<file path="src/rtl/dff_pkg.sv">
// Shared defaults and width helpers for the elastic register pipeline.
package dff_pkg;

    localparam int unsigned DEF_WIDTH = 8;
    localparam int unsigned DEF_DEPTH = 3;

    // Bits needed to count 0..depth valid stages.
    function automatic int unsigned occ_width(input int unsigned depth);
        return $clog2(depth + 1);
    endfunction

endpackage

</file>
<file path="src/rtl/dff_stage.sv">
// One elastic pipeline stage: valid+data register that refills whenever it is
// empty or its downstream neighbour is taking its contents.
module dff_stage
    import dff_pkg::*;
#(
    parameter int unsigned          WIDTH     = DEF_WIDTH,
    parameter logic [WIDTH-1:0]     RESET_VAL = '0
) (
    input  logic             clk,
    input  logic             reset,
    input  logic             flush,
    input  logic             i_up_valid,
    input  logic [WIDTH-1:0] i_up_data,
    input  logic             i_dn_ready,
    output logic             o_valid,
    output logic [WIDTH-1:0] o_data
);

    logic             r_valid;
    logic [WIDTH-1:0] r_data;
    logic             w_ready;

    assign w_ready = ~r_valid | i_dn_ready;

    // Data only moves with a valid beat so empty slots keep their last value.
    always_ff @(posedge clk) begin
        if (!reset || flush) begin
            r_valid <= 1'b0;
            r_data  <= RESET_VAL;
        end else if (w_ready) begin
            r_valid <= i_up_valid;
            if (i_up_valid) begin
                r_data <= i_up_data;
            end
        end
    end

    assign o_valid = r_valid;
    assign o_data  = r_data;

endmodule

</file>
<file path="src/rtl/dff_pipe.sv">
// DEPTH-stage elastic register pipeline with valid/ready handshake, bubble
// collapsing, synchronous flush and a registered occupancy count.
module dff_pipe
    import dff_pkg::*;
#(
    parameter int unsigned      WIDTH     = DEF_WIDTH,
    parameter int unsigned      DEPTH     = DEF_DEPTH,
    parameter logic [WIDTH-1:0] RESET_VAL = '0
) (
    input  logic                          clk,
    input  logic                          reset,
    input  logic                          flush,
    input  logic                          in_valid,
    input  logic [WIDTH-1:0]              in_data,
    output logic                          in_ready,
    output logic                          out_valid,
    output logic [WIDTH-1:0]              out_data,
    input  logic                          out_ready,
    output logic [occ_width(DEPTH)-1:0]   occupancy
);

    localparam int unsigned OCC_W = occ_width(DEPTH);

    logic [DEPTH-1:0]            w_valid;
    logic [DEPTH-1:0][WIDTH-1:0] w_data;
    logic [DEPTH-1:0]            w_up_valid;
    logic [DEPTH-1:0][WIDTH-1:0] w_up_data;
    logic [DEPTH-1:0]            w_dn_ready;
    logic                        w_in_xfer;
    logic                        w_out_xfer;
    logic [OCC_W-1:0]            r_occ;

    // Downstream of stage i can take a beat unless every later stage is full
    // and the sink stalls; written flat so the chain has no ripple through bits.
    for (genvar i = 0; i < DEPTH; i++) begin : g_stage
        if (i == 0) begin : g_first
            assign w_up_valid[i] = in_valid;
            assign w_up_data[i]  = in_data;
        end else begin : g_inner
            assign w_up_valid[i] = w_valid[i-1];
            assign w_up_data[i]  = w_data[i-1];
        end

        if (i == DEPTH - 1) begin : g_last
            assign w_dn_ready[i] = out_ready;
        end else begin : g_mid
            assign w_dn_ready[i] = out_ready | ~(&w_valid[DEPTH-1:i+1]);
        end

        dff_stage #(
            .WIDTH     (WIDTH),
            .RESET_VAL (RESET_VAL)
        ) u_stage (
            .clk        (clk),
            .reset      (reset),
            .flush      (flush),
            .i_up_valid (w_up_valid[i]),
            .i_up_data  (w_up_data[i]),
            .i_dn_ready (w_dn_ready[i]),
            .o_valid    (w_valid[i]),
            .o_data     (w_data[i])
        );
    end

    assign in_ready   = out_ready | ~(&w_valid);
    assign out_valid  = w_valid[DEPTH-1];
    assign out_data   = w_data[DEPTH-1];
    assign w_in_xfer  = in_valid & in_ready;
    assign w_out_xfer = w_valid[DEPTH-1] & out_ready;

    // Occupancy tracks transfers so it equals the number of valid stages.
    always_ff @(posedge clk) begin
        if (!reset || flush) begin
            r_occ <= '0;
        end else begin
            r_occ <= r_occ + OCC_W'(w_in_xfer) - OCC_W'(w_out_xfer);
        end
    end

    assign occupancy = r_occ;

endmodule

</file>
<file path="config.mk">
export PLATFORM = sky130hd
export DESIGN_NAME = dff_pipe
export DESIGN_NICKNAME = d
export VERILOG_FILES = /design/src/rtl/dff_pkg.sv /design/src/rtl/dff_stage.sv /design/src/rtl/dff_pipe.sv
export SDC_FILE = /design/constraint.sdc
export NUM_CORES = 1
export LEC_CHECK = 0
export ABC_CLOCK_PERIOD_IN_PS = 3300
export CORE_UTILIZATION = 52
export CTS_CLUSTER_SIZE = 12
export DETAILED_ROUTE_END_ITERATION = 8
export PLACE_DENSITY = 0.81
export SYNTH_ARGS = -nofsm -noshare
export SYNTH_HDL_FRONTEND = slang
export SYNTH_SLANG_ARGS = --single-unit
</file>
<file path="constraint.sdc">
create_clock -name clk -period 3.3 [get_ports clk]
set_input_delay 0.33 -clock clk [delete_from_list [all_inputs] [get_ports clk]]
set_output_delay 0.33 -clock clk [all_outputs]
set_load 0.1 [all_outputs]
</file>
Word level (Yosys, flattened, before mapping)
Cells that the tools add are included.

word-level totals
  output and inout port bits = 12
  register bits = 29

cells by class
  bitwise logic cells = 12
  $add $sub $neg = 2
  reductions and logical operators = 7

operators with widths
  kind                                         number
  2-bit AND reduction                          4
  1-bit inverter                               5
  1-bit bitwise OR                             5
  3-bit AND reduction                          1
  2-bit by 1-bit adder with 2-bit output       1
  1-bit AND                                    2
  2-bit by 1-bit subtractor with 2-bit output  1
  1-bit logical NOT                            1
  1-bit logical OR                             1

Longest topological paths before layout
Gate-level depths: netlist of the first run.

  depth in word-level cells = 6
  gate-level depth with buffers = 10
  depth with buffers taken out = 9

Cells and area by module
From an unflattened synthesis of the first run, not the netlist that was laid out.

second synthesis, totals
  cells, all modules = 133
  area, all modules = 1,320.0 sq um

modules (own cells, without submodules)
  module     cells an instance  area an instance (sq um)  instances
  dff_stage  40                 391.6                     3
  dff_pipe   13                 145.1                     1

Least setup slack after synthesis of the first run
No wires, ideal clock.

  path type = reg-to-reg
  from = register g_stage[2].u_stage.r_valid
  to = register r_occ[1] (netlist: occupancy[1])
  clock period less this slack = 2.412 ns
  path slack = 0.888 ns
  data arrival time = 2.284 ns
  data required time = 3.172 ns
  buffers on the path = 1
  cell stages (with the launch flop) = 11
  cells stage by stage = dfxtp_1 > nand4b_1 > and2_0 > clkbuf_2 > inv_1 > ha_1 > inv_1 > ha_1 > xor2_1 > xnor2_1 > nor2_1

between the ends
  longest elaborated chain between the ends = 6
  elaborated cells between the ends (all ways) = 7

RTL lines
  item                                           line             source
  start: declaration                             dff_stage.sv:19  logic r_valid;
  start signal: assignment                       dff_stage.sv:31  r_valid <= i_up_valid;
  3-bit AND reduction                            dff_pipe.sv:65   assign in_ready = out_ready | ~(&w_valid);
  1-bit inverter                                 dff_pipe.sv:65
  1-bit bitwise OR                               dff_pipe.sv:65
  1-bit AND                                      dff_pipe.sv:68   assign w_in_xfer = in_valid & in_ready;
  2-bit by 1-bit adder with 2-bit output         dff_pipe.sv:76   r_occ <= r_occ + OCC_W'(w_in_xfer) - OCC_W'(w_out_xfer);
  2-bit by 1-bit subtractor with 2-bit output *  dff_pipe.sv:76
  end signal: assignment                         dff_pipe.sv:76
  end: declaration                               dff_pipe.sv:31   logic [OCC_W-1:0] r_occ;

Mark *: on every way between the ends. The rest lies on a longest branch, timed or not.
A chain may end at the register's enable or synchronous reset.

Worst setup path after layout of the first run
  from = input out_ready
  to = register r_occ[1] (netlist: occupancy[1])

between the ends
  longest elaborated chain between the ends = 4
  elaborated cells between the ends (all ways) = 5

RTL lines
  item                                           line            source
  start: declaration                             dff_pipe.sv:18  input logic out_ready,
  1-bit bitwise OR                               dff_pipe.sv:65
  1-bit AND                                      dff_pipe.sv:68
  2-bit by 1-bit adder with 2-bit output         dff_pipe.sv:76
  2-bit by 1-bit subtractor with 2-bit output *  dff_pipe.sv:76

Marked as above.

==> out/metrics.yaml, run 1 <==
run:
  drv_cap: 0
drt:
  antenna_left: 0
  detail_route.first_pass.iterations: 4
  drt_iter0_drc: 22
  via_count: 930
  wl_per_cell_um: 12.32
  routed_wl_mm: 2.169
  drc: 0
  avgViaCountPerCell: 5.284
placed_design:
  place_congestion: 0.7499
  io_buffers: 24
  place_area_um2: 1391
  dpl.hpwl_mm: 1.558
  dpl_worst_slack_ns: 0.7706
timing:
  worst_slack_ns: 1.085
  clock_skew_ns: 0.008893
  finalHoldViolations: 0
  tightest_slew_ns: 0.9769
  setup_viol: 0
  grt_setup_unrepaired: "no"
  relSlewSlack: 0.3467
  post-route-period-util: 0.6712
  period_needed_ns: 2.215
  tns_ns: 0
  drv_slew: 0
  fmax_mhz: 451.4
floorplanning:
  die_h_um: 49.38
  ioPinCount: 25
  core_area_um2: 2042
  rows: 16
  die_area_um2: 2438
  die_x_um: 49.38
  start_util: 0.5717
final_layout:
  n_antenna_cell: 0
  layout_common_cells: "29 x dfxtp_1, 23 x clkdlybuf4s50_1, 16 x nand2_1, 13 x o21ai_0, 11 x a21oi_1"
  final_nets: 164
  num-fill-cells: 170
  drive_gt1_frac: 0.09396
  fin_area_um2: 1446
  final_common_cell: "dfxtp_1"
  area_growth_pct: 23.90
synthesis:
  syn_nets: 139
  netlist_area_um2: 1167
  yosysTopAreaCell: "dfxtp_1"
  synth_cells: 124
  ys_ff_latch: 29
  yosys-top-cells-area: "dfxtp_1 50%, mux2i_1 6.9%, o21ai_0 5.6%"
  yosysSeqAreaShare: 0.4973
  synthDistinctLibCells: 27
  yosysWarnings: 0
  syn_avg_cell_area_um2: 9.414
  synth_top_area_share: 0.4973
power:
  vdd_drop_max_mv: 0.3402
  powerDensity_nw_per_um2: 431.2
  finalPower_mw: 0.6238
  leakagePower_nw: 0.5518
critical_path:
  path_class: "in2reg"
  rr_endpoint: "occupancy[1]$_SDFF_PP0_"
  r2r-start: "g_stage[1].u_stage.o_valid$_SDFFE_PP0N_"
  startpoint_type: "primary input"
  rrSetupSlack_ns: 1.10
  crit_path_end_kind: "flip-flop"
  cp_max_fo: 11
  worstRegToRegCells: 11
  worstPathArrival_ns: 2.41
  worstPathRequired_ns: 3.50
grt:
  grt_first_pass_wirelength_mm: 3.657
  grt_usage: 0.2047
  antenna_found_initial: 0
  grt_pass1_vias: 852
  grt_max_degree: 26
  overflow: 0
run_status:
  status: "complete, no violations"
clock_network:
  cts-htree-levels: 2
  cts_max_path_buffers: 2
  post_cts_resized: 0
  path_clk_slew_ns: 0.09
  cts_hold_buf: 0
  clk_latency_ns: 0.32
  cts.sink_count: 29
  cts_setup_buffers: 0
  cts_inserted_buffers: 5
  root_buffer: "clkbuf_4"
  cts_tree: "built"
worst_hold_path:
  hold_end: "g_stage[1].u_stage.o_data[7]$_SDFFE_PP0P_"
  hold_depth: 2
  hold_path.class: "reg2reg"
  hp-start: "g_stage[0].u_stage.o_data[7]$_SDFFE_PP0P_"
-- state kept, by name, summed over array words and instances (netlist names) --
name                     count
occupancy                    2
g_stage.u_stage.o_data      24
g_stage.u_stage.o_valid      3
-- layout make-up --
type                       count  area (um^2)  area share
inverter                       4        27.53     0.01903
sequential                    29        580.6      0.4014
timing repair buffer          27        260.3      0.1799
multi-input combinational     82        489.2      0.3382
clock buffer                   7        55.05     0.03806
tap                           27        33.78     0.02336
-- report_power, final --
part           switching, mW  internal [mW]
Sequential           0.00224          0.355
Combinational         0.0268         0.0227
Clock                  0.117          0.100
-- kinds of logic (layout without fill, tap and decap cells) --
| group | Yosys count | in the layout | share of synthesized area |
|---|---|---|---|
| adder cells (fa/ha/maj) | 2 | 2 | 0.02143 |
| flip-flops | 29 | 29 | 0.4973 |
| AO/OA/AOI/OAI | 28 | 28 | 0.1297 |
| buffers and inverters | 13 | 38 | 0.08360 |
| XOR/XNOR | 2 | 2 | 0.01501 |
| AND/OR/NAND/NOR | 42 | 42 | 0.1844 |
| multiplexers | 8 | 8 | 0.06860 |
-- cells in the mapped netlist --
cell      count
and2_0        1
a21oi_1      11
and2_1        1
buf_2         1
dfxtp_1      29
o21ai_1       3
nand2_1      16
and2_2        1
nand2b_1      2
inv_1         3
nor2b_1       1
o21ai_4       1
nand3_1       8
o21ai_0      13
buf_4         1
and2b_4       1
mux2i_1       8
inv_12        1
nand4b_1      1
clkbuf_2      1
xor2_1        1
nand4_1       8
nor2_1        2
clkbuf_1      2
xnor2_1       1
ha_1          2
buf_6         4
-- worst max-delay path by stage --
stage,from,to
after floorplan,g_stage[2].u_stage.o_valid$_SDFFE_PP0P_,occupancy[1]$_SDFF_PP0_
after global placement,out_ready,occupancy[1]$_SDFF_PP0_
after detailed placement,out_ready,occupancy[1]$_SDFF_PP0_
after CTS,g_stage[2].u_stage.o_valid$_SDFFE_PP0P_,out_valid
after global routing,g_stage[1].u_stage.o_valid$_SDFFE_PP0N_,occupancy[1]$_SDFF_PP0_
final,out_ready,occupancy[1]$_SDFF_PP0_
-- critical path, stage by stage --
cell	delay [ns]
clkdlybuf4s50_1	0.50
nand4b_1	0.12
buf_4	0.17
and2_0	0.37
inv_1	0.08
ha_1	0.28
inv_1	0.06
ha_1	0.14
xor2_1	0.17
xnor2_1	0.13
nor2_1	0.05
-- routing by layer --
metal,track usage,vias to the layer above,share of wire
met2,0.3288,30,0.48
met5,0,-,0
met1,0.2339,418,0.44
li1,-,476,-
met3,0.08723,6,0.062
met4,0.09524,0,0.015
-- stage by stage --
step                std cells    util  hold WS, ns
floorplan                 124       -       0.4350
global placement          169  0.6814       0.4482
detailed placement        169  0.6814       0.4541
CTS                       176  0.7083       0.4674
global route              176  0.7083       0.4879
finish                    176  0.7083       0.4667
Power figures use the tool's default switching activity.
==> run 2, diff against run 1 <==
Settings changed: ABC_CLOCK_PERIOD_IN_PS 3300 to 2300, CORE_UTILIZATION 52 to 49, PLACE_DENSITY 0.81 to 0.77.
Clock period 3.3 ns to 2.3 ns, I/O delays scaled along.
==> run 2 against run 1 <==
  * Sequential share of layout area about the same
  * First-iteration DRC count rose by 23%
  * Core utilization shrank 6.0 points
  * Final area rose by 0.17%
  * Clock power increased by 38%
  * Worst hold slack lost 0.0020 ns
  * Largest cell class unchanged
==> out/metrics.yaml, run 2 (synthesis results as in run 1) <==
run_status:
  status: "complete, no violations"
clock_network:
  cts-htree-levels: 2  # unchanged
  cts_hold_buf: 0  # unchanged
  root_buffer: "clkbuf_4"
  clk_latency_ns: 0.31  # about the same
  cts.sink_count: 29  # unchanged
  cts_tree: "built"
  cts_setup_buffers: 0  # unchanged
  cts_max_path_buffers: 2  # unchanged
  path_clk_slew_ns: 0.08  # about the same
  cts_inserted_buffers: 5  # unchanged
  post_cts_resized: 0  # unchanged
timing:
  post-route-period-util: 0.7417
  period_needed_ns: 1.706
  clock_skew_ns: 0.006098  # -0.002795 ns
  tightest_slew_ns: 0.4720  # -0.5048 ns
  relSlewSlack: 0.6853  # +0.3386
  holdWs_ns: 0.4647  # -0.002013 ns
  drv_slew: 0  # unchanged
  grt_setup_unrepaired: "no"
  fmax_mhz: 586.2
  tns_ns: 0  # unchanged
  finalHoldViolations: 0  # unchanged
  setup_viol: 0  # unchanged
drt:
  top_layer: "met4"
  met1_length_um: 994  # +4.7%
  avgViaCountPerCell: 5.196  # -1.7%
  wl_met3_um: 104  # -22%
  routed-wl-met2_mm: 1.018  # -3.1%
  wl_per_cell_um: 11.93  # -3.2%
  antenna_left: 0  # unchanged
  drc: 0  # unchanged
  routed_wl_mm: 2.135  # -1.6%
  drt_iter0_drc: 27  # +23%
  via_count: 930  # unchanged
  detail_route.first_pass.iterations: 4  # unchanged
final_layout:
  final_nets: 166  # +1.2%
  largest_reg_flops: 24  # unchanged
  final_common_cell: "dfxtp_1"
  area_growth_pct: 24.12
  num-fill-cells: 216  # +27%
  drive_gt1_frac: 0.1854  # +0.09147
  n_antenna_cell: 0  # unchanged
  layout_common_cells: "28 x dfxtp_1, 16 x nand2_1, 16 x buf_4, 13 x o21ai_0, 12 x clkdlybuf4s50_1"
power:
  swShare: 0.2236  # -0.01021
  p_comb_frac: 0.083  # +0.004
  p_switching_mw: 0.1979  # +36%
  leakagePower_nw: 0.5909  # +7.1%
  power_frac_clock: 0.339  # -0.009
  powerDensity_nw_per_um2: 610.9  # +42%
  pwr-share-seq: 0.579  # +0.007
  vdd_drop_max_mv: 0.3992  # +17%
  p_int_mw: 0.6872  # +44%
critical_path:
  startpoint_type: "primary input"
  cp_max_fo: 4  # -7
  worstPathArrival_ns: 1.89  # -0.52 ns
  crit_path_end_kind: "flip-flop"
  path_class: "in2reg"
  rr_endpoint: "occupancy[1]$_SDFF_PP0_"
  r2r-start: "g_stage[0].u_stage.o_valid$_SDFFE_PP0P_"
  worstPathRequired_ns: 2.49  # -1.01 ns
  rrSetupSlack_ns: 0.60  # -0.50 ns
  worstRegToRegCells: 9  # -2
floorplanning:
  die_area_um2: 2582  # +5.9%
  core_area_um2: 2233  # +9.4%
  rows: 17  # +1
  ioPinCount: 25  # unchanged
  start_util: 0.5227  # -0.04900
  die_h_um: 50.81  # +2.9%
  die_x_um: 50.81  # +2.9%
worst_hold_path:
  hold_end: "g_stage[0].u_stage.o_data[3]$_SDFFE_PP0P_"
  hold_path.class: "reg2reg"
  hold_depth: 2  # unchanged
  hp-start: "g_stage[0].u_stage.o_data[3]$_SDFFE_PP0P_"
grt:
  antenna_found_initial: 0  # unchanged
  grt_max_degree: 26  # unchanged
  grt_usage: 0.2010  # -0.003713
  grt_pass1_vias: 918  # +7.7%
  grt_first_pass_wirelength_mm: 3.808  # +4.1%
  overflow: 0  # unchanged
placed_design:
  io_buffers: 24  # unchanged
  dpl.hpwl_mm: 1.550  # -0.49%
  place_congestion: 0.7327  # -2.3%
run:
  drv_cap: 0  # unchanged
-- run 2: changes by cell type in the layout (fill, tap and decap cells not counted), sizes merged --
cell,previous run,this run
buf,4,17
clkdlybuf4s50,23,12
-- run 2: worst max-delay path by stage --
stage	start	to	slack, ns
after floorplan	g_stage[2].u_stage.o_valid$_SDFFE_PP0P_	occupancy[1]$_SDFF_PP0_	0.24
after global placement	out_ready	occupancy[1]$_SDFF_PP0_	0.32
after detailed placement	out_ready	occupancy[1]$_SDFF_PP0_	0.26
after CTS	out_ready	occupancy[1]$_SDFF_PP0_	0.58
after global routing	out_ready	occupancy[1]$_SDFF_PP0_	0.42
final	out_ready	occupancy[1]$_SDFF_PP0_	0.59
-- run 2: final cells by class --
class                      instances  area [um^2]  area share
sequential                        29        581.8      0.4016
multi-input combinational         82        489.2      0.3377
timing repair buffer              29        260.3      0.1796
clock buffer                       7        55.05     0.03800
tap                               28        35.03     0.02418
inverter                           4        27.53     0.01900
-- run 2: routing by layer --
| metal | up-vias | track usage |
|---|---|---|
| met5 | - | 0 |
| met4 | 0 | 0.06481 |
| li1 | 481 | - |
| met2 | 20 | 0.3311 |
| met3 | 4 | 0.08929 |
| met1 | 425 | 0.2323 |
-- run 2: critical path: stages --
cell and delay (ns):
clkdlybuf4s50_1 0.43, nand4b_1 0.22, and2_0 0.20, inv_1 0.06, ha_1 0.21, inv_1 0.05
ha_1 0.14, xor2_1 0.17, xnor2_1 0.13, nor2_1 0.05
-- run 2: power groups by stage --
stage	sequential [mW]	combinational (mW)	clock (mW)
6_report	0.512	0.0731	0.300
3_5_place_dp	0.524	0.0725	0
5_1_grt	0.513	0.0807	0.332
4_1_cts	0.512	0.0731	0.306
2_1_floorplan	0.534	0.0366	0
3_3_place_gp	0.524	0.0711	0
-- run 2: metrics by stage --
step | instances | total power [mW] | worst slack (ns) | cell area [um^2] | utilization
6_report | 179 | 0.8851 | 0.5940 | 1449 | 0.6487
5_1_grt | 179 | 0.9264 | 0.4235 | 1449 | 0.6487
3_5_place_dp | 172 | 0.5968 | 0.2559 | 1394 | 0.6241
3_3_place_gp | 172 | 0.5949 | 0.3184 | 1394 | 0.6241
4_1_cts | 179 | 0.8917 | 0.5812 | 1449 | 0.6487
2_1_floorplan | 124 | 0.5703 | 0.2351 | 1169 | -
